<file path="config.mk">
export PLATFORM = sky130hd
export DESIGN_NAME = multicycle_control_flat
export DESIGN_NICKNAME = d
export VERILOG_FILES = /design/src/rtl/multicycle_control_if.sv /design/src/rtl/multicycle_control.sv /design/src/flat_wrapper.sv
export SDC_FILE = /design/constraint.sdc
export NUM_CORES = 1
export LEC_CHECK = 0
export ABC_AREA = 1
export BUFFER_PORTS_ARGS = -buffer_cell sky130_fd_sc_hd__buf_2
export CAP_MARGIN = 10
export CORE_UTILIZATION = 48
export CTS_CLUSTER_SIZE = 8
export DETAILED_ROUTE_END_ITERATION = 8
export GPL_TIMING_DRIVEN = 0
export PLACE_DENSITY = 0.77
export REMOVE_ABC_BUFFERS = 1
export SLEW_MARGIN = 20
export SYNTH_ARGS = -nofsm -noshare
export SYNTH_HDL_FRONTEND = slang
export SYNTH_SLANG_ARGS = --single-unit
</file>
<file path="constraint.sdc">
create_clock -name clk -period 1.65 [get_ports clk]
set_input_delay 0.165 -clock clk [delete_from_list [all_inputs] [get_ports clk]]
set_output_delay 0.165 -clock clk [all_outputs]
set_load 0.02 [all_outputs]
</file>
<file path="src/rtl/multicycle_control_if.sv">
// rtl/multicycle_control_if.sv - opcode/handshake and control bundle between the main FSM and the datapath
interface multicycle_control_if;
  logic [5:0] op;
  logic       mem_ready;
  logic       pcwrite;
  logic       pcwritecond;
  logic       iord;
  logic       memread;
  logic       memwrite;
  logic       irwrite;
  logic       memtoreg;
  logic       regdst;
  logic       regwrite;
  logic       alusrca;
  logic [1:0] alusrcb;
  logic [1:0] aluop;
  logic [1:0] pcsource;
  logic       illegal_op;
  logic       mem_timeout;
  logic [3:0] state;

  // Controller side: consumes opcode and memory handshake, drives every control
  modport master (
    input  op, mem_ready,
    output pcwrite, pcwritecond, iord, memread, memwrite, irwrite, memtoreg,
           regdst, regwrite, alusrca, alusrcb, aluop, pcsource,
           illegal_op, mem_timeout, state
  );

  // Datapath side
  modport slave (
    output op, mem_ready,
    input  pcwrite, pcwritecond, iord, memread, memwrite, irwrite, memtoreg,
           regdst, regwrite, alusrca, alusrcb, aluop, pcsource,
           illegal_op, mem_timeout, state
  );
endinterface

</file>
<file path="src/rtl/multicycle_control.sv">
// rtl/multicycle_control.sv - multi-cycle MIPS main control FSM; MCTRL_ADDI_EN adds the addi path
module multicycle_control #(
  parameter int MEM_WAIT_MAX = 15
) (
  input logic                  clk,
  input logic                  reset,
  multicycle_control_if.master bus
);
  localparam logic [7:0] WAIT_MAX = 8'(MEM_WAIT_MAX);
  localparam logic [5:0] OP_RTYPE = 6'b000000;
  localparam logic [5:0] OP_LW    = 6'b100011;
  localparam logic [5:0] OP_SW    = 6'b101011;
  localparam logic [5:0] OP_BEQ   = 6'b000100;
  localparam logic [5:0] OP_J     = 6'b000010;
`ifdef MCTRL_ADDI_EN
  localparam logic [5:0] OP_ADDI  = 6'b001000;
`endif

  typedef enum logic [3:0] {
    S_FETCH  = 4'd0,
    S_DECODE = 4'd1,
    S_MEMADR = 4'd2,
    S_MEMRD  = 4'd3,
    S_MEMWB  = 4'd4,
    S_MEMWR  = 4'd5,
    S_EXEC   = 4'd6,
    S_ALUWB  = 4'd7,
    S_BRANCH = 4'd8,
    S_JUMP   = 4'd9
`ifdef MCTRL_ADDI_EN
    ,
    S_ADDIEX = 4'd10,
    S_ADDIWB = 4'd11
`endif
  } state_e;

  state_e     state_q, state_d;
  logic [7:0] wait_q, wait_d;
  logic       illegal_q, illegal_d;
  logic       timeout_q, timeout_d;
  logic       wait_state;
  logic       mem_stall;
  logic       timeout_hit;

  // State, wait counter and pulse registers
  always_ff @(posedge clk) begin
    if (reset) begin
      state_q   <= S_FETCH;
      wait_q    <= 8'd0;
      illegal_q <= 1'b0;
      timeout_q <= 1'b0;
    end else begin
      state_q   <= state_d;
      wait_q    <= wait_d;
      illegal_q <= illegal_d;
      timeout_q <= timeout_d;
    end
  end

  // Next-state, wait-counter and Moore control decode
  always_comb begin
    state_d         = state_q;
    illegal_d       = 1'b0;
    timeout_d       = 1'b0;
    bus.pcwrite     = 1'b0;
    bus.pcwritecond = 1'b0;
    bus.iord        = 1'b0;
    bus.memread     = 1'b0;
    bus.memwrite    = 1'b0;
    bus.irwrite     = 1'b0;
    bus.memtoreg    = 1'b0;
    bus.regdst      = 1'b0;
    bus.regwrite    = 1'b0;
    bus.alusrca     = 1'b0;
    bus.alusrcb     = 2'b00;
    bus.aluop       = 2'b00;
    bus.pcsource    = 2'b00;

    // Only the three memory-access states can stall; the counter restarts
    // whenever the state is left (including a timeout re-entry of FETCH).
    wait_state  = (state_q == S_FETCH) || (state_q == S_MEMRD) || (state_q == S_MEMWR);
    mem_stall   = wait_state && !bus.mem_ready;
    timeout_hit = mem_stall && (wait_q == WAIT_MAX);
    wait_d      = (mem_stall && !timeout_hit) ? wait_q + 8'd1 : 8'd0;

    case (state_q)
      S_FETCH: begin
        bus.memread = 1'b1;
        bus.alusrcb = 2'b01;
        bus.irwrite = bus.mem_ready;
        bus.pcwrite = bus.mem_ready;
        if (bus.mem_ready) state_d = S_DECODE;
      end
      S_DECODE: begin
        bus.alusrcb = 2'b11;
        case (bus.op)
          OP_RTYPE:     state_d = S_EXEC;
          OP_LW, OP_SW: state_d = S_MEMADR;
          OP_BEQ:       state_d = S_BRANCH;
          OP_J:         state_d = S_JUMP;
`ifdef MCTRL_ADDI_EN
          OP_ADDI:      state_d = S_ADDIEX;
`endif
          default: begin
            state_d   = S_FETCH;
            illegal_d = 1'b1;
          end
        endcase
      end
      S_MEMADR: begin
        bus.alusrca = 1'b1;
        bus.alusrcb = 2'b10;
        state_d     = (bus.op == OP_SW) ? S_MEMWR : S_MEMRD;
      end
      S_MEMRD: begin
        bus.memread = 1'b1;
        bus.iord    = 1'b1;
        if (bus.mem_ready) state_d = S_MEMWB;
      end
      S_MEMWB: begin
        bus.regwrite = 1'b1;
        bus.memtoreg = 1'b1;
        state_d      = S_FETCH;
      end
      S_MEMWR: begin
        bus.memwrite = 1'b1;
        bus.iord     = 1'b1;
        if (bus.mem_ready) state_d = S_FETCH;
      end
      S_EXEC: begin
        bus.alusrca = 1'b1;
        bus.aluop   = 2'b10;
        state_d     = S_ALUWB;
      end
      S_ALUWB: begin
        bus.regwrite = 1'b1;
        bus.regdst   = 1'b1;
        state_d      = S_FETCH;
      end
      S_BRANCH: begin
        bus.alusrca     = 1'b1;
        bus.aluop       = 2'b01;
        bus.pcwritecond = 1'b1;
        bus.pcsource    = 2'b01;
        state_d         = S_FETCH;
      end
      S_JUMP: begin
        bus.pcwrite  = 1'b1;
        bus.pcsource = 2'b10;
        state_d      = S_FETCH;
      end
`ifdef MCTRL_ADDI_EN
      S_ADDIEX: begin
        bus.alusrca = 1'b1;
        bus.alusrcb = 2'b10;
        state_d     = S_ADDIWB;
      end
      S_ADDIWB: begin
        bus.regwrite = 1'b1;
        state_d      = S_FETCH;
      end
`endif
      default: state_d = S_FETCH;
    endcase

    // A ready memory on the last allowed cycle still completes normally;
    // only a stall at the limit abandons the access.
    if (timeout_hit) begin
      state_d   = S_FETCH;
      timeout_d = 1'b1;
    end
  end

  assign bus.state       = state_q;
  assign bus.illegal_op  = illegal_q;
  assign bus.mem_timeout = timeout_q;
endmodule

</file>
<file path="src/flat_wrapper.sv">
// flat-port wrapper written by rule: the top's interface ports become plain ports
module multicycle_control_flat 
#(
  parameter int MEM_WAIT_MAX = 15
)
  (clk, reset, bus_op, bus_mem_ready, bus_pcwrite, bus_pcwritecond, bus_iord, bus_memread, bus_memwrite, bus_irwrite, bus_memtoreg, bus_regdst, bus_regwrite, bus_alusrca, bus_alusrcb, bus_aluop, bus_pcsource, bus_illegal_op, bus_mem_timeout, bus_state);
  multicycle_control_if bus_i ();
  input logic clk;
  input logic reset;
  input wire logic [$bits(bus_i.op)-1:0] bus_op;
  input wire logic [$bits(bus_i.mem_ready)-1:0] bus_mem_ready;
  output wire logic [$bits(bus_i.pcwrite)-1:0] bus_pcwrite;
  output wire logic [$bits(bus_i.pcwritecond)-1:0] bus_pcwritecond;
  output wire logic [$bits(bus_i.iord)-1:0] bus_iord;
  output wire logic [$bits(bus_i.memread)-1:0] bus_memread;
  output wire logic [$bits(bus_i.memwrite)-1:0] bus_memwrite;
  output wire logic [$bits(bus_i.irwrite)-1:0] bus_irwrite;
  output wire logic [$bits(bus_i.memtoreg)-1:0] bus_memtoreg;
  output wire logic [$bits(bus_i.regdst)-1:0] bus_regdst;
  output wire logic [$bits(bus_i.regwrite)-1:0] bus_regwrite;
  output wire logic [$bits(bus_i.alusrca)-1:0] bus_alusrca;
  output wire logic [$bits(bus_i.alusrcb)-1:0] bus_alusrcb;
  output wire logic [$bits(bus_i.aluop)-1:0] bus_aluop;
  output wire logic [$bits(bus_i.pcsource)-1:0] bus_pcsource;
  output wire logic [$bits(bus_i.illegal_op)-1:0] bus_illegal_op;
  output wire logic [$bits(bus_i.mem_timeout)-1:0] bus_mem_timeout;
  output wire logic [$bits(bus_i.state)-1:0] bus_state;
  assign bus_i.op = bus_op;
  assign bus_i.mem_ready = bus_mem_ready;
  assign bus_pcwrite = bus_i.pcwrite;
  assign bus_pcwritecond = bus_i.pcwritecond;
  assign bus_iord = bus_i.iord;
  assign bus_memread = bus_i.memread;
  assign bus_memwrite = bus_i.memwrite;
  assign bus_irwrite = bus_i.irwrite;
  assign bus_memtoreg = bus_i.memtoreg;
  assign bus_regdst = bus_i.regdst;
  assign bus_regwrite = bus_i.regwrite;
  assign bus_alusrca = bus_i.alusrca;
  assign bus_alusrcb = bus_i.alusrcb;
  assign bus_aluop = bus_i.aluop;
  assign bus_pcsource = bus_i.pcsource;
  assign bus_illegal_op = bus_i.illegal_op;
  assign bus_mem_timeout = bus_i.mem_timeout;
  assign bus_state = bus_i.state;
  multicycle_control #(.MEM_WAIT_MAX(MEM_WAIT_MAX)) u_core (.clk(clk), .reset(reset), .bus(bus_i));
endmodule
</file>
==> Word level (Yosys, flattened, before mapping) <==
Index checks and enable logic that the tools add are counted.
{ "op_classes": {"addsub": 1, "eq_ne": 17, "n_mux": 21, "n_bitwise": 2, "reduce_logical": 19} }
{ "ops": {"columns": ["operator", "n"], "rows": [
  ["4-bit one-hot mux with 6 select lines", 1],
  ["4-bit by 3-bit == test with 1-bit output, second input constant", 4],
  ["4-bit one-hot mux with 4 select lines", 1],
  ["2-bit OR reduction", 7],
  ["6-bit == test, second input constant", 2],
  ["4-bit 2-to-1 mux", 3],
  ["1-bit 2-to-1 mux", 11],
  ["8-bit by 1-bit adder with 8-bit output, second input constant", 1],
  ["4-bit by 2-bit == test with 1-bit output, second input constant", 2],
  ["4-bit == test, second input constant", 2],
  ["8-bit by 4-bit == test with 1-bit output, second input constant", 1],
  ["2-bit one-hot mux with 2 select lines", 2],
  ["6-bit by 2-bit == test with 1-bit output, second input constant", 1],
  ["6-bit by 3-bit == test with 1-bit output, second input constant", 1],
  ["6-bit zero test", 1],
  ["2-bit inequality test, second input constant", 3],
  ["2-bit one-hot mux with 3 select lines", 1],
  ["5-bit OR reduction", 1],
  ["4-bit by 1-bit == test with 1-bit output, second input constant", 1],
  ["4-bit zero test", 1],
  ["1-bit logical AND", 3],
  ["3-bit 2-to-1 mux", 1],
  ["3-bit AND reduction", 1],
  ["3-bit OR reduction", 1],
  ["other kinds (4)", 7]
]} }
{ "totals": {"register_bits": 14, "inputBits": 9, "out_inout_bits": 22, "word_cells": 64} }

==> Depth between registers and ports, before layout <==
Gate-level depths: netlist of the first run.
{ "logic_depth": {"depth_word": 9, "depth_mapped": 9, "depth_no_buf": 9} }

==> Worst setup path before layout of the first run <==
Ideal clock, no wire load.
{ "synth_timing": {"path_type": "register -> output", "from": "register u_core.state_q[1] (netlist: u_core.bus.state[1])", "to": "output bus_pcsource[0]", "arrival_ns": 1.233, "slack_ns": 0.252, "path_stages_with_launch": 5, "path_buffers": 1, "cell_sequence": "dfxtp_1 nor2_1 inv_1 nor2_1 buf_4"} }
{ "synth_via": {"elab_chain_cells": 2} }
{ "synth_lines": {"columns": ["element", "line", "text"], "rows": [
  ["from (decl)", "multicycle_control.sv:37", "state_e state_q, state_d;"],
  ["from (signal assigned)", "multicycle_control.sv:53", "state_q <= state_d;"],
  ["4-bit == test", "multicycle_control.sv:86", "case (state_q)"],
  ["2-bit one-hot mux with 2 select lines *", "multicycle_control.sv:86", null],
  ["to (decl)", "flat_wrapper.sv:24", "output wire logic [$bits(bus_i.pcsource)-1:0] bus_pcsource;"]
]} }
Mark *: on every way between the ends. The rest lies on a longest branch, timed or not.

==> Worst setup path after layout of the first run <==
{ "layout_timing": {"from": "register u_core.state_q[1] (netlist: u_core.bus.state[1])", "to": "output bus_alusrca"} }
{ "layout_via": {"elab_chain_cells": 3} }
{ "layout_lines": {"columns": ["element", "line", "text"], "rows": [
  ["4-bit == test, or another cell as far along", "multicycle_control.sv:86", null],
  ["3-bit OR reduction (no line) *", null, null],
  ["1-bit 2-to-1 mux *", "multicycle_control.sv:86", null],
  ["to (decl)", "flat_wrapper.sv:21", "output wire logic [$bits(bus_i.alusrca)-1:0] bus_alusrca;"]
]} }
Marks and branches as above.

==> results of run 1 <==
==> through the flow <==
step	total power, mW	setup WS, ps	instance area (µm²)
floorplan	0.467	258	882
global placement	0.508	253	1060
detailed placement	0.513	228	1060
CTS	0.693	122	1090
global route	0.720	20.4	1090
finish	0.685	103	1090
==> placed cells by master, fill, tap and decap left out <==
| cell | Yosys | final |
|---|---|---|
| a21oi_1 | 3 | 3 |
| inv_1 | 18 | 18 |
| nor2_1 | 28 | 28 |
| xor2_1 | 4 | 4 |
| nand2_1 | 26 | 26 |
| xnor2_1 | 2 | 2 |
| ha_1 | 1 | 1 |
| nand3_2 | 1 | 1 |
| a21oi_2 | 2 | 2 |
| nor2_4 | 1 | 1 |
| inv_2 | 2 | 2 |
| nand2_4 | 2 | 2 |
| o22ai_1 | 1 | 1 |
| dfxtp_1 | 14 | 14 |
| nor2_2 | 12 | 12 |
| nor3_1 | 1 | 1 |
| clkbuf_4 | 0 | 3 |
| nand2_2 | 4 | 4 |
| nand4_1 | 1 | 1 |
| o21ai_0 | 2 | 2 |
| buf_2 | 0 | 30 |
| nand3_1 | 11 | 11 |
==> how the worst max path moves through the flow <==
stage	startpoint	endpoint	slack, ps	cells after the start
after floorplan	u_core.bus.state[1]	u_core.bus.state[2]	260	6
after global placement	u_core.wait_q[0]	u_core.bus.state[1]	250	6
after detailed placement	u_core.wait_q[0]	u_core.bus.state[1]	230	6
after CTS	u_core.bus.state[1]	bus_alusrca	120	5
after global routing	u_core.bus.state[1]	bus_alusrca	20	5
final	u_core.bus.state[1]	bus_alusrca	100	5
==> power breakdown <==
part | leakage (nW) | switching (mW) | internal [mW]
combinational | 0.429 | 0.100 | 0.0484
clock | 0.0138 | 0.0975 | 0.0845
sequential | 0.113 | 0.00896 | 0.346
total | 0.556 | 0.207 | 0.479
==> state kept, by name (all words and copies together) (netlist names) <==
register                cells
u_core.bus.state            4
u_core.bus.mem_timeout      1
u_core.bus.illegal_op       1
u_core.wait_q               8
==> synth_stat cells <==
cell     count  area [µm²]
a21oi_1      3        15.0
a21oi_2      2        17.5
buf_4        1        7.51
dfxtp_1     14         280
ha_1         1        12.5
inv_1       18        67.6
inv_2        2        7.51
nand2_1     26        97.6
nand2_2      4        25.0
nand2_4      2        22.5
nand3_1     11        55.1
nand3_2      1        10.0
nand4_1      1        6.26
nor2_1      28         105
nor2_2      12        75.1
nor2_4       1        11.3
nor3_1       1        5.00
o21ai_0      2        10.0
o22ai_1      1        6.26
xnor2_1      2        17.5
xor2_1       4        35.0
==> worst max-delay path: stages, from the launching register on <==
cell	delay (ps)
dfxtp_1	470
nand2_1	160
nor2_1	150
inv_1	80
o21ai_0	60
buf_2	180
==> layer usage <==
metal | wire length, µm | GRT usage, % | vias up
met5 | 0 | 0 | -
met2 | 907 | 35.9 | 26
li1 | - | - | 481
met4 | 9 | 1.82 | 0
met3 | 96 | 6.00 | 2
met1 | 802 | 20.8 | 406
==> cell type report <==
class / count / area [µm²]
Fill cell: 190 / 641
Tap cell: 25 / 31.3
Clock buffer: 3 / 22.5
Inverter: 20 / 75.1
Multi-Input combinational cell: 102 / 527
Sequential cell: 14 / 280
Timing Repair Buffer: 30 / 150
==> cells by family (layout without fill, tap and decap cells) <==
kind of cell | count (synthesis) | in the layout | synth area share [%]
AOI/OAI and AO/OA | 8 | 8 | 5.49
xor gates and xnor gates | 6 | 6 | 5.91
and+or+nand+nor | 87 | 87 | 46.4
adders and majority gates | 1 | 1 | 1.41
buffers and inverters | 21 | 53 | 9.28
DFF | 14 | 14 | 31.5
==> results.sh, run 1 <==
export IMPL_status="finished clean"
export IMPL_grt_max_degree=9
export IMPL_drtIter0Drc=7
export IMPL_ioPinCount=31
export IMPL_cts_max_level=1
export IMPL_min_from="reset"
export IMPL_p_per_area_mw_per_mm2=631
export IMPL_cts_tree="done"
export IMPL_drc=0
export IMPL_post_cts_repair_setup_buffers=0
export IMPL_clock_skew_final_ps=3.09
export IMPL_cp_end_kind="output port"
export IMPL_wirelength_um=1820
export IMPL_final_util_pct=62.9
export IMPL_setup_tns_ps=0
export IMPL_core_region_area_mm2=0.00173
export IMPL_cts_sinks=14
export IMPL_die_w_um=45.1
export IMPL_start_util_pct=51.5
export IMPL_cts_resized=0
export IMPL_synth_seq_cells=14
export IMPL_antenna_left=0
export IMPL_track_usage_pct=18.8
export IMPL_peakVddDrop_mv=0.585
export IMPL_syn_area_per_cell_um2=6.49
export IMPL_place_gp_congestion=0.858
export IMPL_clockBufferDepth=2
export IMPL_worst_pin_slew_ps=271
export IMPL_cts_root_buf="clkbuf_4"
export IMPL_clock_latency_ps=270
export IMPL_min_to="u_core.bus.mem_timeout"
export IMPL_rr_endpoint="u_core.bus.state[1]"
export IMPL_grt_pass1_vias=761
export IMPL_numCtsBuffers=3
export IMPL_slew_limit_headroom_pct=81.9
export IMPL_io_buffers=30
export IMPL_hold_buffers=0
export IMPL_nNetsFinal=181
export IMPL_required_ps=1480
export IMPL_fin_crit_ps=1550
export IMPL_dp_hpwl_um=1480
export IMPL_hold_ws_ps=65.6
export IMPL_reg2reg_slack_ps=210
export IMPL_first_pass_iters=4
export IMPL_overflow=0
export IMPL_hold_viol=0
export IMPL_route_vias_total=915
export IMPL_drive_gt1_share_pct=33.7
export IMPL_final_max_slew_viol_count=0
export IMPL_setup_viol=0
export IMPL_syn_to_final_growth_pct=22.1
export IMPL_hold_path_depth=2
export IMPL_via_per_inst=4.72
export IMPL_path_class="reg2out"
export IMPL_yosys_warnings=0
export IMPL_ys_seq_area_share_pct=31.5
export IMPL_wl_per_cell_um=9.36
export IMPL_die_area_mm2=0.00203
export IMPL_grt_pass1_wl_um=2860
export IMPL_rsz0062_at_grt="false"
export IMPL_hold_path_class="in2reg"
export IMPL_fp_row_count=15
export IMPL_worstPathArrival_ps=1380
export IMPL_fmax_mhz=647
export IMPL_cp_start_kind="register"
export IMPL_synth_distinct_cells=21
export IMPL_clk_pin_slew_worst_paths_ps=80
export IMPL_r2r_start="u_core.wait_q[0]"
export IMPL_syn_inst=137
export IMPL_reg2regPathDepth=6
export IMPL_place_inst=191
export IMPL_fin_crit_sh_pct=93.7
export IMPL_fin_cells=194
export IMPL_p_leak_nw=0.556
export IMPL_die_height_um=45.1
export IMPL_cp_max_fo=8
export IMPL_cap_violations=0
export IMPL_syn_area_um2=890
export IMPL_n_antenna_cell=0
export IMPL_grt_antenna_before_repair=0
No activity file was read; power rests on OpenSTA's default activity.
==> run 2: changes to the inputs <==
==> constraint.sdc (replaced) <==
create_clock -name clk -period 1.5 [get_ports clk]
set_input_delay 0.15 -clock clk [delete_from_list [all_inputs] [get_ports clk]]
set_output_delay 0.15 -clock clk [all_outputs]
set_load 0.01 [all_outputs]
==> run 2 against run 1 <==
  * Flip-flop and latch count unchanged
  * Core utilization increased by 0.29 points
  * Sequential power increased by 10%
  * Via count increased by 0.11%
  * Largest cell class unchanged
  * Die area unchanged
  * Sequential share of layout area increased by 0.11 points
  * Global-route usage unchanged
  * Highest routed layer unchanged
  * Clock power increased by 9.9%
==> results.sh, run 2 (synthesis gave the netlist of run 1 again) <==
export IMPL_setup_viol=0
export IMPL_p_leak_nw=0.556
export IMPL_wl_per_cell_um=9.36
export IMPL_power_mw=0.739
export IMPL_clock_latency_ps=270
export IMPL_nNetsFinal=181
export IMPL_worst_path_most_repeated_cell="inv_1"
export IMPL_cts_max_level=1
export IMPL_drive_gt1_share_pct=35.5
export IMPL_worst_slack_ps=87.1
export IMPL_peakVddDrop_mv=0.667
export IMPL_final_cell_mix="buf_2 (30), nor2_1 (27), nand2_1 (26)"
export IMPL_start_util_pct=51.5
export IMPL_hold_path_class="in2reg"
export IMPL_internal_power_mw=0.527
export IMPL_worst_path_dominant_cell_family="flip-flops"
export IMPL_swShare_pct=28.7
export IMPL_route_vias_total=916
export IMPL_reg2reg_slack_ps=120
export IMPL_numCtsBuffers=3
export IMPL_drc=0
export IMPL_cts_sinks=14
export IMPL_postLayoutCellArea_mm2=0.00109
export IMPL_core_region_area_mm2=0.00173
export IMPL_track_usage_pct=18.8
export IMPL_hold_path_depth=2
export IMPL_worstPathArrival_ps=1260
export IMPL_syn_to_final_growth_pct=22.6
export IMPL_status="finished clean"
export IMPL_p_switching_mw=0.212
export IMPL_regMostFlops="u_core.wait_q"
export IMPL_cts_root_buf="clkbuf_4"
export IMPL_largest_register_ffs=8
export IMPL_p_per_area_mw_per_mm2=678
export IMPL_cp_end_kind="output port"
export IMPL_min_to="u_core.bus.mem_timeout"
export IMPL_fillers=189
export IMPL_wirelength_um=1820
export IMPL_die_area_mm2=0.00203
export IMPL_fin_crit_sh_pct=94.2
export IMPL_post_cts_repair_setup_buffers=0
export IMPL_path_class="reg2out"
export IMPL_p_clk_share_pct=27.1
export IMPL_ioPinCount=31
export IMPL_required_ps=1350
export IMPL_r2r_start="u_core.wait_q[0]"
export IMPL_critPathBufInv=3
export IMPL_final_util_pct=63.2
export IMPL_min_from="reset"
export IMPL_cp_max_fo=7
export IMPL_layout_commonest_cell="buf_2"
export IMPL_crit_chain="inv_1, nand2_1, nor2_1, inv_1, o21ai_0, buf_2"
export IMPL_slew_limit_headroom_pct=82.4
export IMPL_cp_slowest_cell="dfxtp_2"
export IMPL_fp_row_count=15
export IMPL_overflow=0
export IMPL_first_pass_iters=4
export IMPL_hold_ws_ps=50.5
export IMPL_hold_viol=0
export IMPL_fin_crit_ps=1410
export IMPL_grt_max_degree=9
export IMPL_fin_cells=194
export IMPL_final_max_slew_viol_count=0
export IMPL_rr_endpoint="u_core.bus.state[1]"
export IMPL_p_seq_share_pct=52.9
export IMPL_place_gp_congestion=0.858
export IMPL_die_w_um=45.1
export IMPL_antenna_left=0
export IMPL_io_buffers=30
export IMPL_cts_tree="done"
export IMPL_setup_tns_ps=0
export IMPL_drtIter0Drc=6
export IMPL_fmax_mhz=708
export IMPL_cts_resized=0
export IMPL_hold_buffers=0
export IMPL_place_inst=191
export IMPL_reg2regPathDepth=6
export IMPL_postPlaceCellArea_mm2=0.00106
export IMPL_cpPeakStageDelay_ps=360
export IMPL_clockBufferDepth=2
export IMPL_grt_pass1_wl_um=2860
export IMPL_grt_pass1_vias=761
export IMPL_rsz0062_at_grt="false"
export IMPL_grt_antenna_before_repair=0
export IMPL_via_per_inst=4.72
export IMPL_worst_pin_slew_ps=263
export IMPL_die_height_um=45.1
export IMPL_clock_skew_final_ps=3.16
export IMPL_n_antenna_cell=0
export IMPL_cap_violations=0
export IMPL_cp_start_kind="register"
export IMPL_place_ws_ps=78.0
export IMPL_power_frac_comb_pct=20.0
export IMPL_clk_pin_slew_worst_paths_ps=80
export IMPL_dp_hpwl_um=1480
[run 2: worst max path at each step]
| stage | start | to | slack, ps | depth (start not counted) |
|---|---|---|---|---|
| after CTS | u_core.bus.state[1] | bus_alusrca | 20 | 5 |
| final | u_core.bus.state[0] | bus_alusrca | 90 | 6 |
| after floorplan | u_core.wait_q[0] | u_core.bus.state[1] | 210 | 6 |
| after global placement | u_core.wait_q[0] | u_core.bus.state[1] | 100 | 6 |
| after global routing | u_core.wait_q[0] | u_core.bus.state[3] | 10 | 6 |
| after detailed placement | u_core.wait_q[0] | u_core.bus.state[1] | 80 | 6 |
[run 2: power groups by stage]
stage | registers (mW) | logic [mW] | clock network (mW)
after floorplan | 0.400 | 0.0980 | 0
after global placement | 0.398 | 0.144 | 0
after detailed placement | 0.399 | 0.149 | 0
after CTS | 0.390 | 0.150 | 0.207
after global routing | 0.392 | 0.167 | 0.219
final | 0.391 | 0.148 | 0.200
[run 2: layout make-up]
type / count / area, µm² / area share, %
clock buffer: 3 / 22.5 / 2.06
multi-input combinational: 102 / 529 / 48.5
tap: 25 / 31.3 / 2.87
timing repair buffer: 30 / 150 / 13.8
sequential: 14 / 283 / 25.9
inverter: 20 / 75.1 / 6.88
[run 2: per-layer routing]
layer | wire length [µm] | global-route usage, % | up-vias
li1 | - | - | 481
met1 | 797 | 20.8 | 405
met2 | 911 | 35.9 | 28
met3 | 96 | 6.00 | 2
met4 | 9 | 1.82 | 0
met5 | 0 | 0 | -
[run 2: worst reg2reg max path, cell delays in order, from the launching register on]
cell and delay [ps]:
dfxtp_1 370, ha_1 190, nand3_1 160, nor2_2 220, nand3_1 140, nand2_2 140, nor2_2 50
